===== src/rtl/multi_sel_block_if.sv =====
// Bundles the handshake and data signals of multi_sel_block.
// The slave modport is the block's view; the master modport is the upstream/downstream view.
interface multi_sel_block_if #(
  parameter int WEIGHT_N   = 5,
  parameter int DATA_WIDTH = 16,
  parameter int LANES      = 1
);
  localparam int BEATS  = (WEIGHT_N + LANES - 1) / LANES;
  localparam int BEAT_W = (BEATS > 1) ? $clog2(BEATS) : 1;

  logic                           done_in;
  logic                           stall_in;
  logic [DATA_WIDTH*WEIGHT_N-1:0] data_in;
  logic [DATA_WIDTH*LANES-1:0]    data_out;
  logic [LANES-1:0]               lane_valid;
  logic [BEAT_W-1:0]              beat_idx;
  logic                           first_out;
  logic                           last_out;
  logic                           done_out;
  logic                           freeze_r;
  logic                           busy;

  modport master (
    output done_in, stall_in, data_in,
    input  data_out, lane_valid, beat_idx, first_out, last_out,
           done_out, freeze_r, busy
  );

  modport slave (
    input  done_in, stall_in, data_in,
    output data_out, lane_valid, beat_idx, first_out, last_out,
           done_out, freeze_r, busy
  );
endinterface


===== src/rtl/multi_sel_block.sv =====
// Streams a packed vector of WEIGHT_N words out LANES words per beat.
// A start request walks beat_idx from 0 to BEATS-1, then emits a one-cycle
// done pulse. Requests arriving while busy are remembered in a one-deep
// pending flag so a second sequence can follow immediately.
module multi_sel_block #(
  parameter int WEIGHT_N   = 5,
  parameter int DATA_WIDTH = 16,
  parameter int LANES      = 1
) (
  input logic             clk,
  input logic             rst,
  multi_sel_block_if.slave bus
);
  localparam int BEATS  = (WEIGHT_N + LANES - 1) / LANES;
  localparam int BEAT_W = (BEATS > 1) ? $clog2(BEATS) : 1;
  localparam logic [BEAT_W-1:0] LAST_BEAT = BEAT_W'(BEATS - 1);

  // Word slots are padded to a power of two so any beat/lane index is in range.
  localparam int SLOT_W = (BEATS * LANES > 1) ? $clog2(BEATS * LANES) : 1;
  localparam int SLOTS  = 2 ** SLOT_W;

  localparam logic [1:0] IDLE = 2'd0;
  localparam logic [1:0] RUN  = 2'd1;
  localparam logic [1:0] DONE = 2'd2;

  logic [1:0]        state_q, state_d;
  logic [BEAT_W-1:0] beat_q, beat_d;
  logic              pending_q, pending_d;
  logic              done_q, done_d;
  logic              freeze_q, freeze_d;
  logic              busy_q, busy_d;

  logic [DATA_WIDTH-1:0] slot_word [SLOTS];
  logic                  slot_ok   [SLOTS];

  logic [DATA_WIDTH*LANES-1:0] data_c;
  logic [LANES-1:0]            valid_c;
  logic                        first_c;
  logic                        last_c;

  // Unpack data_in into slots; slots past the last real word read as invalid zeros.
  for (genvar k = 0; k < SLOTS; k++) begin : g_slot
    if (k < WEIGHT_N) begin : g_real
      assign slot_word[k] = bus.data_in[DATA_WIDTH*k +: DATA_WIDTH];
      assign slot_ok[k]   = 1'b1;
    end else begin : g_pad
      assign slot_word[k] = '0;
      assign slot_ok[k]   = 1'b0;
    end
  end

  // Sequencer: start, advance or hold the beat, finish, and chain a pending request.
  always_comb begin
    state_d   = state_q;
    beat_d    = beat_q;
    pending_d = pending_q;
    done_d    = done_q;
    freeze_d  = freeze_q;
    busy_d    = busy_q;
    case (state_q)
      IDLE: begin
        done_d = 1'b0;
        if (bus.done_in) begin
          state_d  = RUN;
          beat_d   = '0;
          freeze_d = 1'b0;
          busy_d   = 1'b1;
        end
      end
      RUN: begin
        if (bus.done_in) begin
          pending_d = 1'b1;
        end
        if (!bus.stall_in) begin
          if (beat_q == LAST_BEAT) begin
            state_d  = DONE;
            beat_d   = '0;
            done_d   = 1'b1;
            freeze_d = 1'b1;
          end else begin
            beat_d = beat_q + BEAT_W'(1);
          end
        end
      end
      DONE: begin
        done_d = 1'b0;
        beat_d = '0;
        if (pending_q || bus.done_in) begin
          state_d   = RUN;
          pending_d = 1'b0;
          freeze_d  = 1'b0;
          busy_d    = 1'b1;
        end else begin
          state_d  = IDLE;
          freeze_d = 1'b1;
          busy_d   = 1'b0;
        end
      end
      default: begin
        state_d   = IDLE;
        beat_d    = '0;
        pending_d = 1'b0;
        done_d    = 1'b0;
        freeze_d  = 1'b1;
        busy_d    = 1'b0;
      end
    endcase
  end

  // State and registered outputs; reset takes effect without waiting for a clock.
  always_ff @(posedge clk or posedge rst) begin
    if (rst) begin
      state_q   <= IDLE;
      beat_q    <= '0;
      pending_q <= 1'b0;
      done_q    <= 1'b0;
      freeze_q  <= 1'b1;
      busy_q    <= 1'b0;
    end else begin
      state_q   <= state_d;
      beat_q    <= beat_d;
      pending_q <= pending_d;
      done_q    <= done_d;
      freeze_q  <= freeze_d;
      busy_q    <= busy_d;
    end
  end

  // Lane selection for the current beat; everything is zero outside RUN.
  always_comb begin
    logic [SLOT_W-1:0] slot;
    slot    = '0;
    data_c  = '0;
    valid_c = '0;
    first_c = 1'b0;
    last_c  = 1'b0;
    if (state_q == RUN) begin
      first_c = (beat_q == '0);
      last_c  = (beat_q == LAST_BEAT);
      for (int i = 0; i < LANES; i++) begin
        slot = SLOT_W'(beat_q) * SLOT_W'(LANES) + SLOT_W'(i);
        if (slot_ok[slot]) begin
          data_c[DATA_WIDTH*i +: DATA_WIDTH] = slot_word[slot];
          valid_c[i]                         = 1'b1;
        end
      end
    end
  end

  assign bus.data_out   = data_c;
  assign bus.lane_valid = valid_c;
  assign bus.first_out  = first_c;
  assign bus.last_out   = last_c;
  assign bus.beat_idx   = beat_q;
  assign bus.done_out   = done_q;
  assign bus.freeze_r   = freeze_q;
  assign bus.busy       = busy_q;
endmodule


===== src/flat_wrapper.sv =====
// flat-port wrapper written by rule: the top's interface ports become plain ports
module multi_sel_block_flat 
#(
  parameter int WEIGHT_N   = 5,
  parameter int DATA_WIDTH = 16,
  parameter int LANES      = 1
)
  (clk, rst, bus_done_in, bus_stall_in, bus_data_in, bus_data_out, bus_lane_valid, bus_beat_idx, bus_first_out, bus_last_out, bus_done_out, bus_freeze_r, bus_busy);
  multi_sel_block_if #(.WEIGHT_N(WEIGHT_N), .DATA_WIDTH(DATA_WIDTH), .LANES(LANES)) bus_i ();
  input logic clk;
  input logic rst;
  input wire logic [$bits(bus_i.done_in)-1:0] bus_done_in;
  input wire logic [$bits(bus_i.stall_in)-1:0] bus_stall_in;
  input wire logic [$bits(bus_i.data_in)-1:0] bus_data_in;
  output wire logic [$bits(bus_i.data_out)-1:0] bus_data_out;
  output wire logic [$bits(bus_i.lane_valid)-1:0] bus_lane_valid;
  output wire logic [$bits(bus_i.beat_idx)-1:0] bus_beat_idx;
  output wire logic [$bits(bus_i.first_out)-1:0] bus_first_out;
  output wire logic [$bits(bus_i.last_out)-1:0] bus_last_out;
  output wire logic [$bits(bus_i.done_out)-1:0] bus_done_out;
  output wire logic [$bits(bus_i.freeze_r)-1:0] bus_freeze_r;
  output wire logic [$bits(bus_i.busy)-1:0] bus_busy;
  assign bus_i.done_in = bus_done_in;
  assign bus_i.stall_in = bus_stall_in;
  assign bus_i.data_in = bus_data_in;
  assign bus_data_out = bus_i.data_out;
  assign bus_lane_valid = bus_i.lane_valid;
  assign bus_beat_idx = bus_i.beat_idx;
  assign bus_first_out = bus_i.first_out;
  assign bus_last_out = bus_i.last_out;
  assign bus_done_out = bus_i.done_out;
  assign bus_freeze_r = bus_i.freeze_r;
  assign bus_busy = bus_i.busy;
  multi_sel_block #(.WEIGHT_N(WEIGHT_N), .DATA_WIDTH(DATA_WIDTH), .LANES(LANES)) u_core (.clk(clk), .rst(rst), .bus(bus_i));
endmodule

===== config.mk =====
export PLATFORM = sky130hd
export DESIGN_NAME = multi_sel_block_flat
export DESIGN_NICKNAME = d
export VERILOG_FILES = /design/src/rtl/multi_sel_block_if.sv /design/src/rtl/multi_sel_block.sv /design/src/flat_wrapper.sv
export SDC_FILE = /design/constraint.sdc
export NUM_CORES = 1
export LEC_CHECK = 0
export CAP_MARGIN = 30
export CORE_MARGIN = 4
export CORE_UTILIZATION = 31
export CTS_CLUSTER_SIZE = 8
export DETAILED_ROUTE_END_ITERATION = 6
export PLACE_DENSITY_LB_ADDON = 0.25
export SLEW_MARGIN = 25
export SYNTH_ARGS = -nofsm -noshare
export SYNTH_HDL_FRONTEND = slang
export SYNTH_SLANG_ARGS = --single-unit

===== constraint.sdc =====
create_clock -name clk -period 2.9 [get_ports clk]
set_clock_uncertainty 0.2 [all_clocks]
set_input_delay 0.29 -clock clk [delete_from_list [all_inputs] [get_ports clk]]
set_output_delay 0.29 -clock clk [all_outputs]
set_load 0.02 [all_outputs]

==> results.cfg <==
[run_status]
outcome = completed

[clock_tree]
clock_latency_at_the_later_pin_of_the_worst_skew_pair_ns = 0.23
cts_root_buf = clkbuf_8
cts_buffers = 3
clock_sinks = 9
holdBufCountCts = 0
tritoncts = built
cts-root-to-sink-buffers = 2
clk_pin_slew_worst_paths_ns = 0.05
cts_max_level = 1

[timing]
setup_viol = 0
finalCriticalPeriod_ns = 2.80
slew_headroom_pct = 71.4
final_hold_viol_count = 0
rsz0062_at_grt = false
totalNegativeSetupSlack_ns = 0
timing.final.crit_share_pct = 96.4
fmax_ghz = 0.358
timing_worst_slew_pin_value_ns = 0.428
timing_max_transition_violations_final = 0

[critical_path]
setup.worst_path.start_class = register
type_of_the_worst_setup_path = register to primary output
logic_depth_of_the_worst_register_to_register_path = 4
critical_path_arrival_ns = 2.31
critical_path.max_fanout = 16
setup.worst_path.end_class = primary output
crit_required_ns = 2.41

[power]
finalPower_uw = 2300
power_per_cell_area_nw_per_um2 = 957
vdd_ir_drop_max_mv = 0.845
leakage_uw = 0.00127

[global_routing]
globalRoute.totalOverflow = 0
first_global_vias = 1411
grt_antenna_before_repair = 0
global_route.usage.total_pct = 19.0
pin_count_of_the_biggest_net_entering_global_routing = 27
grt_pass1_wl_um = 7510

[final_layout]
nNetsFinal = 326
layout-drive-gt1-share_pct = 12.6
fill_cells = 352
post_layout_nonfiller_instances = 287
final_core_utilization_pct = 65.7
synthToLayoutAreaGrowth_pct = 106
diodes = 0

[floorplanning]
io_pins = 109
row_count = 22
core_area_um2 = 3660
initial_core_util_pct = 31.9
floorplan.die_area_um2 = 4820
dieWidth_um = 69.4
die_h_um = 69.4

[job]
cap_violations = 0

[logic_synthesis]
synth_enable_flop_cells = 0
post_synthesis_sequential_area_ratio_pct = 19.4
xor_xnor_share_of_the_synthesized_area_pct = 0
ys_ff_latch = 9
synth-async-reset-ratio_pct = 100
yosysWarnings = 0
synthesis.area_um2 = 1170
synth_compound_gate_area_share_pct = 30.2
syn-num-nets = 212
synth.area.mux_share_pct = 28.4
synth_top_family_by_area = compound AO/OA/AOI/OAI gates
synth.avg_cell_area_um2 = 9.27
synth_simple_gate_area_share_pct = 11.1
ys_types = 29
post_synth_inst_count = 126
synthAdderAreaFrac_pct = 2.14
synthFlopType = dfrtp_1

[min_path]
min_path_type = input pin to async pin

[placement]
io_buffers = 108
post_detail_place_hpwl_um = 3860
gpl.final_weighted_congestion = 0.823
numPlacedInstances = 279

[drt]
drt.antenna.violating_nets = 0
avgRoutedWirePerCell_um = 17.4
num_vias = 1424
postRouteWirelength_um = 4990
drt_iter0_markers = 41
drt_pass1_iterations = 4
detail_route.drc_violations = 0
vias_per_cell = 4.96
## worst paths after layout
path                                   startpoint                      to  slack, ns
max                        u_core.bus.beat_idx[1]        bus_data_out[10]       0.10
min                                           rst  u_core.bus.beat_idx[2]       0.12
max reg2reg                u_core.bus.beat_idx[0]  u_core.bus.beat_idx[2]       1.23
min reg2reg                   u_core.bus.done_out     u_core.bus.done_out       0.30
max in group asynchronous                     rst     u_core.bus.freeze_r       2.07
min in group clk              u_core.bus.done_out     u_core.bus.done_out       0.30
## cell usage after synthesis, types with 2 or more instances
| cell | number | area (µm²) |
|---|---|---|
| a21o_1 | 16 | 120 |
| ha_1 | 2 | 25.0 |
| buf_2 | 7 | 35.0 |
| o22ai_1 | 8 | 50.1 |
| dfrtp_1 | 8 | 200 |
| nand2_1 | 3 | 11.3 |
| nor3_1 | 2 | 10.0 |
| a21oi_1 | 4 | 20.0 |
| mux2i_1 | 32 | 320 |
| nand2b_1 | 2 | 12.5 |
| buf_6 | 2 | 22.5 |
| nor2_1 | 9 | 33.8 |
| inv_1 | 6 | 22.5 |
| o22ai_2 | 10 | 125 |
## cell usage in the layout, fill, tap and decap left out
cell / Yosys / layout
o22ai_1: 8 / 8
dfrtp_1: 8 / 7
a21oi_1: 4 / 4
inv_1: 6 / 6
o21a_1: 1 / 1
mux2_2: 1 / 1
dlymetal6s2s_1: 0 / 15
dfstp_2: 1 / 1
and3b_1: 1 / 1
nand4bb_1: 1 / 1
or3b_1: 1 / 1
mux2i_1: 32 / 32
nor4_2: 1 / 1
a221oi_1: 1 / 1
nor2_1: 9 / 9
o22ai_2: 10 / 10
buf_4: 1 / 12
nor3_1: 2 / 2
clkdlybuf4s50_1: 0 / 93
a211oi_1: 1 / 1
dfrtp_2: 0 / 1
clkbuf_1: 0 / 1
a21o_1: 16 / 16
clkbuf_8: 0 / 3
nand2_1: 3 / 3
nor3b_1: 1 / 1
ha_1: 2 / 2
nand2b_1: 2 / 2
a311oi_1: 1 / 1
o21ai_1: 1 / 1
or4b_4: 1 / 1
## stage by stage
stage | hold slack [ns] | cell area, µm² | worst slack, ns
floorplan | -0.0828 | 1170 | 0.486
global placement | 0.280 | 2290 | 0.298
detailed placement | 0.292 | 2290 | 0.278
CTS | 0.143 | 2340 | 0.0106
global route | 0.165 | 2400 | 0.0118
finish | 0.124 | 2400 | 0.104
## logic make-up after synthesis
family	after synthesis
DFF	9
adders and majority gates	2
and+or+nand+nor	22
buffers and inverters	17
muxes	33
AOI/OAI and AO/OA	43
## registers in the layout, indices dropped and copies added (netlist names)
register and count:
u_core.bus.beat_idx 3, u_core.state_q 2, u_core.bus.busy 1, u_core.bus.done_out 1, u_core.bus.freeze_r 1, u_core.pending_q 1
## repair_timing
action,CTS,global route
buffers inserted,0,4
setup endpoints to repair,0,15
resized for setup,0,15
## layer usage
metal | vias to the layer above | track usage [%] | part of all wire [%]
li1 | 700 | - | -
met4 | 0 | 3.47 | 1.2
met5 | - | 0 | 0
met2 | 68 | 33.4 | 49
met3 | 7 | 5.80 | 8.4
met1 | 649 | 22.9 | 41
## power by group
group          internal [µW]  switching [µW]  total [µW]
logic                    985             943        1930
clock network           95.9            50.8         147
registers                178            47.7         225
total                   1260            1040        2300
## worst max-delay path: stages (launching register included)
cell,delay [ns]
dfrtp_1,0.45
or4b_4,0.72
o22ai_2,0.21
a21o_1,0.10
clkdlybuf4s50_1,0.59
## cell type report
| type | instances | area [µm²] | share of cell area [%] |
|---|---|---|---|
| clock buffer | 4 | 45.0 | 1.87 |
| inverter | 6 | 22.5 | 0.937 |
| multi-input combinational | 100 | 840 | 34.9 |
| sequential | 9 | 228 | 9.47 |
| tap | 48 | 60.1 | 2.50 |
| timing repair buffer | 120 | 1210 | 50.3 |
Note: power is estimated with default switching activity, not from simulation.
